File: config.mk
export PLATFORM = sky130hd
export DESIGN_NAME = board_game_ctrl
export DESIGN_NICKNAME = d
export VERILOG_FILES = /design/src/rtl/board_game_ctrl.sv
export SDC_FILE = /design/constraint.sdc
export NUM_CORES = 1
export LEC_CHECK = 0
export ABC_AREA = 1
export CAP_MARGIN = 10
export CORE_MARGIN = 10
export CORE_UTILIZATION = 53
export CTS_CLUSTER_SIZE = 40
export DETAILED_ROUTE_END_ITERATION = 10
export GPL_TIMING_DRIVEN = 0
export PLACE_DENSITY = 0.77
export REMOVE_ABC_BUFFERS = 1
export SLEW_MARGIN = 15
export SYNTH_ARGS = -nofsm -noshare
export SYNTH_HDL_FRONTEND = slang
export SYNTH_SLANG_ARGS = --single-unit
File: constraint.sdc
create_clock -name clk -period 2.12 [get_ports clk]
set_clock_uncertainty 0.05 [all_clocks]
set_input_delay 0.424 -clock clk [delete_from_list [all_inputs] [get_ports clk]]
set_output_delay 0.424 -clock clk [all_outputs]
set_load 0.1 [all_outputs]
File: src/rtl/board_game_ctrl.sv
// board_game_ctrl
//   Turn-based race game controller. Players take turns rolling a die; the
//   mover advances along a track of squares 0..BOARD_LEN. Some squares raise
//   an event (handled externally, acknowledged by event_end_tick), some send
//   the mover back to square 0. Each roll has a per-turn timeout measured in
//   seconds of TICKS_PER_SEC clock cycles. First player to reach BOARD_LEN wins.
//
// Ports
//   clk            system clock
//   reset          asynchronous active-high reset
//   start_btn      start / restart request (single-cycle pulse)
//   dice_valid     dice result strobe
//   dice_value     rolled value (0 is ignored)
//   event_end_tick event handler completion
//   pos_flat       player positions, player k at [k*POS_W +: POS_W]
//   turn           current player
//   time_left      seconds remaining for the current roll
//   timeout_pulse  one-cycle timeout flag
//   event_valid    one-cycle event flag
//   event_square   square that raised the event
//   winner_valid   game over
//   winner_id      winning player
module board_game_ctrl #(
   parameter int                N_PLAYERS     = 2,
   parameter int                BOARD_LEN     = 10,
   parameter int                DICE_W        = 2,
   parameter int                TICKS_PER_SEC = 100_000_000,
   parameter int                TIMEOUT_SEC   = 8,
   parameter logic [BOARD_LEN:0] EVENT_MASK   = (BOARD_LEN+1)'(16'h0154),
   parameter logic [BOARD_LEN:0] RESET_MASK   = (BOARD_LEN+1)'(16'h0008),
   parameter bit                EXACT_FINISH  = 1'b0,
   parameter int                POS_W         = $clog2(BOARD_LEN+1),
   parameter int                PID_W         = $clog2(N_PLAYERS)
) (
   input  logic                         clk,
   input  logic                         reset,
   input  logic                         start_btn,
   input  logic                         dice_valid,
   input  logic [DICE_W-1:0]            dice_value,
   input  logic                         event_end_tick,
   output logic [N_PLAYERS*POS_W-1:0]   pos_flat,
   output logic [PID_W-1:0]             turn,
   output logic [3:0]                   time_left,
   output logic                         timeout_pulse,
   output logic                         event_valid,
   output logic [POS_W-1:0]             event_square,
   output logic                         winner_valid,
   output logic [PID_W-1:0]             winner_id
);

   localparam int TICK_W = (TICKS_PER_SEC > 1) ? $clog2(TICKS_PER_SEC) : 1;
   localparam logic [TICK_W-1:0] TICK_LAST = TICK_W'(TICKS_PER_SEC - 1);
   localparam logic [3:0]        TIME_INIT = 4'(TIMEOUT_SEC);
   localparam logic [POS_W-1:0]  FINISH    = POS_W'(BOARD_LEN);
   localparam logic [PID_W-1:0]  LAST_PID  = PID_W'(N_PLAYERS - 1);

   typedef enum logic [2:0] {
      IDLE,
      WAIT_DICE,
      MOVE,
      CHECK,
      EVENT,
      NEXT,
      WIN
   } state_t;

   state_t              state;
   logic [POS_W-1:0]    pos [N_PLAYERS];
   logic [DICE_W-1:0]   dice;
   logic [TICK_W-1:0]   tick;

   logic [POS_W-1:0]    mover_pos;
   logic [POS_W:0]      sum;
   logic [POS_W-1:0]    move_pos;
   logic [PID_W-1:0]    next_turn;

   for (genvar gi = 0; gi < N_PLAYERS; gi++) begin : g_flat
      assign pos_flat[gi*POS_W +: POS_W] = pos[gi];
   end

   // Position of the player whose turn it is.
   always_comb begin
      mover_pos = '0;
      for (int k = 0; k < N_PLAYERS; k++) begin
         if (turn == PID_W'(k)) begin
            mover_pos = pos[k];
         end
      end
   end

   // One extra bit on the sum so an overshoot past BOARD_LEN is detectable.
   always_comb begin
      sum = {1'b0, mover_pos} + (POS_W+1)'(dice);
      if (sum <= {1'b0, FINISH}) begin
         move_pos = sum[POS_W-1:0];
      end else if (EXACT_FINISH) begin
         move_pos = mover_pos;
      end else begin
         move_pos = FINISH;
      end
   end

   assign next_turn = (turn == LAST_PID) ? '0 : turn + 1'b1;

   always_ff @(posedge clk or posedge reset) begin
      if (reset) begin
         state         <= IDLE;
         for (int k = 0; k < N_PLAYERS; k++) begin
            pos[k] <= '0;
         end
         dice          <= '0;
         tick          <= '0;
         turn          <= '0;
         time_left     <= TIME_INIT;
         timeout_pulse <= 1'b0;
         event_valid   <= 1'b0;
         event_square  <= '0;
         winner_valid  <= 1'b0;
         winner_id     <= '0;
      end else begin
         timeout_pulse <= 1'b0;
         event_valid   <= 1'b0;
         case (state)
            IDLE: begin
               if (start_btn) begin
                  for (int k = 0; k < N_PLAYERS; k++) begin
                     pos[k] <= '0;
                  end
                  turn      <= '0;
                  tick      <= '0;
                  time_left <= TIME_INIT;
                  state     <= WAIT_DICE;
               end
            end
            WAIT_DICE: begin
               // A valid roll wins over a timeout landing in the same cycle.
               if (dice_valid && (dice_value != '0)) begin
                  dice  <= dice_value;
                  state <= MOVE;
               end else if (tick == TICK_LAST) begin
                  tick <= '0;
                  if (time_left <= 4'd1) begin
                     time_left     <= 4'd0;
                     timeout_pulse <= 1'b1;
                     state         <= NEXT;
                  end else begin
                     time_left <= time_left - 4'd1;
                  end
               end else begin
                  tick <= tick + 1'b1;
               end
            end
            MOVE: begin
               for (int k = 0; k < N_PLAYERS; k++) begin
                  if (turn == PID_W'(k)) begin
                     pos[k] <= move_pos;
                  end
               end
               state <= CHECK;
            end
            CHECK: begin
               if (mover_pos == FINISH) begin
                  winner_valid <= 1'b1;
                  winner_id    <= turn;
                  state        <= WIN;
               end else if (RESET_MASK[mover_pos]) begin
                  // Report the landed square, then send the mover home.
                  for (int k = 0; k < N_PLAYERS; k++) begin
                     if (turn == PID_W'(k)) begin
                        pos[k] <= '0;
                     end
                  end
                  event_valid  <= 1'b1;
                  event_square <= mover_pos;
                  state        <= EVENT;
               end else if (EVENT_MASK[mover_pos]) begin
                  event_valid  <= 1'b1;
                  event_square <= mover_pos;
                  state        <= EVENT;
               end else begin
                  state <= NEXT;
               end
            end
            EVENT: begin
               if (event_end_tick) begin
                  state <= NEXT;
               end
            end
            NEXT: begin
               turn      <= next_turn;
               tick      <= '0;
               time_left <= TIME_INIT;
               state     <= WAIT_DICE;
            end
            WIN: begin
               if (start_btn) begin
                  for (int k = 0; k < N_PLAYERS; k++) begin
                     pos[k] <= '0;
                  end
                  turn         <= '0;
                  tick         <= '0;
                  time_left    <= TIME_INIT;
                  winner_valid <= 1'b0;
                  winner_id    <= '0;
                  event_square <= '0;
                  state        <= IDLE;
               end
            end
            default: state <= IDLE;
         endcase
      end
   end

endmodule

==> impl_metrics.ini <==
[drt]
wl_met2_um = 4140
routed_wl_um = 8510
drt_iter0_markers = 255
vias = 3253
remaining_drc_errors = 0
dr_wl_met3_um = 565
met1_length_um = 3560
firstDrtPassIters = 7
ant_nets = 0
viasPerCell = 5.38
highest_layer = met4
wl_per_cell_um = 14.1

[final_layout]
n_antenna_cell = 0
drive_above_1_share_pct = 15.2
final_core_utilization_pct = 63.4
area_delta_synth_final_pct = 16.3
multiInputGateArea_um2 = 1930
finalNonFillerCells = 605
regArea_um2 = 1330
final_nets = 540
finalInstanceArea_um2 = 4030
n_fill_cell = 580

[sta]
finalSetupViolations = 0
slew_headroom_pct = 35.1
fmax_mhz = 477
slew_violations = 0
finalWorstSetupSlack_ns = 0.0216
final_hold_viol_count = 0
grt_setup_unrepaired = yes
tightest_slew_ns = 0.977
finalSetupTns_ns = 0
min_period_ns = 2.10
fin_crit_sh_pct = 99.0

[synth]
synth_flop_cell = dfrtp_1
ys_warn_count = 0
synth_seq_cells = 53
synth_cells = 489
synth.area.top_cells = dfrtp_1 38%, nand2_1 17%, nor2_1 9.0%
synth_top_area_share_pct = 37.6
synth_edf_count = 0
ys_seq_area_share_pct = 38.3
yosysTopAreaCell = dfrtp_1
synth_area_um2 = 3460
syn_area_per_cell_um2 = 7.08
synth_most_common_cell = nand2_1
async_reset_ff_share_pct = 100
synth.distinct_cells = 33
synth_common_cells = 154 x nand2_1, 83 x nor2_1, 52 x dfrtp_1

[die]
die-area_um2 = 10200
start_util_pct = 54.5
die_w_um = 101
fp-row-count = 29
die_y_um = 101
ios = 28
coreArea_um2 = 6350

[critical_path]
cp_top_family = adder cells
crit_chain = clkinv_4 > buf_8 > o21ai_4 > fa_2 > nand2_1 > nand3_1 > nand2_2 > nand3_1 > o21ai_1
critPathBufInv = 2
required_ns = 2.32
start_kind = flop
criticalPathCategory = reg2reg
arrival_ns = 2.30
critPathMaxStageDelay_ns = 0.50
cpMaxStageDelayCell = fa_2
end_kind = flop
crit_top_cell = nand3_1
worstPathMaxFanout = 6

[hold_path]
hold_path_class = in2async

[clocking]
numCtsBuffers = 5
h-tree-depth = 2
clock_sinks = 53
root_buffer = clkbuf_8
cts_buffer_depth = 2
cts_tree = built
insertion_delay_ns = 0.32
clkSlewWorstSetupHoldPaths_ns = 0.11

[global_route]
grt_max_degree = 35
gr-total-overflow = 0
grt_pass1_wl_um = 14100
antenna_found_initial = 0
grt_pass1_vias = 3153
grtUsageTotal_pct = 16.6

[placed_design]
port_buffers = 27
placed_area_um2 = 3770
hpwl_um = 5970
placed_cells = 587
gp_routability_congestion = 0.904
place_ws_ns = -0.281

[outcome]
status = finished clean

[power_and_ir_drop]
leakagePower_nw = 2.01
power.density_nw_per_um2 = 1540
ir_worst_vdd_uv = 1390

[job]
cap_violations = 0
flip-flops by register name, indices dropped and copies added, names as in the netlist, 2 cells and up:
| register | count |
|---|---|
| state | 3 |
| pos_flat | 8 |
| event_square | 4 |
| tick | 27 |
| dice | 2 |
| time_left | 4 |
final timing paths:
path,depth (start not counted),startpoint,slack [ns],end
max,9,turn$_DFFE_PP0P_,0.02,pos_flat[4]$_DFFE_PP0P_
min,2,reset,0.38,event_square[0]$_DFFE_PP0P_
max reg2reg,9,turn$_DFFE_PP0P_,0.02,pos_flat[4]$_DFFE_PP0P_
min reg2reg,2,event_square[3]$_DFFE_PP0P_,0.42,event_square[3]$_DFFE_PP0P_
max in group asynchronous,3,reset,1.09,tick[0]$_DFFE_PP0P_
min in group clk,2,event_square[3]$_DFFE_PP0P_,0.42,event_square[3]$_DFFE_PP0P_
metrics by stage:
step / hold slack [ns] / total power [W]
final: 0.377 / 0.00622
after global routing: 0.402 / 0.00665
after CTS: 0.404 / 0.00581
after detailed placement: 0.408 / 0.00524
after global placement: 0.405 / 0.00512
after floorplan: 0.422 / 0.00438
cells in the final DEF, fill, tap and decap left out, drive strengths merged:
cell           count
mux2               2
nor3               9
clkinvlp           3
fa                 1
nand3b             7
dfstp              1
nand2            163
dlygate4sd2       17
clkbuf             5
clkdlybuf4s50      6
xor2               5
nor3b              3
o2111ai            1
nor2              99
inv               54
xnor2              2
ha                 5
dfrtp             52
and2               1
a21oi              9
clkdlybuf4s15      4
o21ai             20
buf               11
clkinv             1
nand3             37
nand4             10
final cells by class:
cell class | instances | area share (%)
Timing Repair Buffer | 38 | 9.10
Sequential cell | 53 | 33.0
Clock buffer | 5 | 1.71
Multi-Input combinational cell | 374 | 47.9
Inverter | 55 | 5.31
Tap cell | 77 | 2.39
Clock inverter | 3 | 0.559
power breakdown:
group | switching [W] | internal [W] | leakage, nW | total, W
registers | 0.000214 | 0.00125 | 0.705 | 0.00147
logic | 0.00302 | 0.00114 | 1.27 | 0.00416
clock network | 0.000356 | 0.000233 | 0.0364 | 0.000588
cell families (layout without fill, tap and decap cells):
kind of cell	count (synthesis)	after routing	share of synthesized area, %
adders and majority gates	6	6	2.39
DFF	53	53	38.3
xor gates and xnor gates	7	7	1.77
muxes	2	2	0.650
AOI/OAI and AO/OA	30	30	5.42
and+or+nand+nor	329	329	43.2
buffers and inverters	62	101	8.28
routing by layer:
metal  vias to the layer above  track usage (%)
met5                         -                0
met4                         0             5.11
met3                        25             3.29
met2                       112             29.0
met1                      1508             19.7
li1                       1608                -
timing repair:
item / 4_1_cts / 5_1_grt
hold buffers: 0 / 0
endpoints found under the setup margin: 29 / 12
gates resized for setup: 30 / 29
buffers inserted: 4 / 6
pin swaps: 0 / 9
worst register-to-register path, stage by stage, from the launching register on:
cell      delay (ns)
dfrtp_2         0.45
clkinv_4        0.10
buf_8           0.14
o21ai_4         0.22
fa_2            0.50
nand2_1         0.10
nand3_1         0.09
nand2_2         0.10
nand3_1         0.12
o21ai_1         0.16
Note: power is estimated with default switching activity, not from simulation.
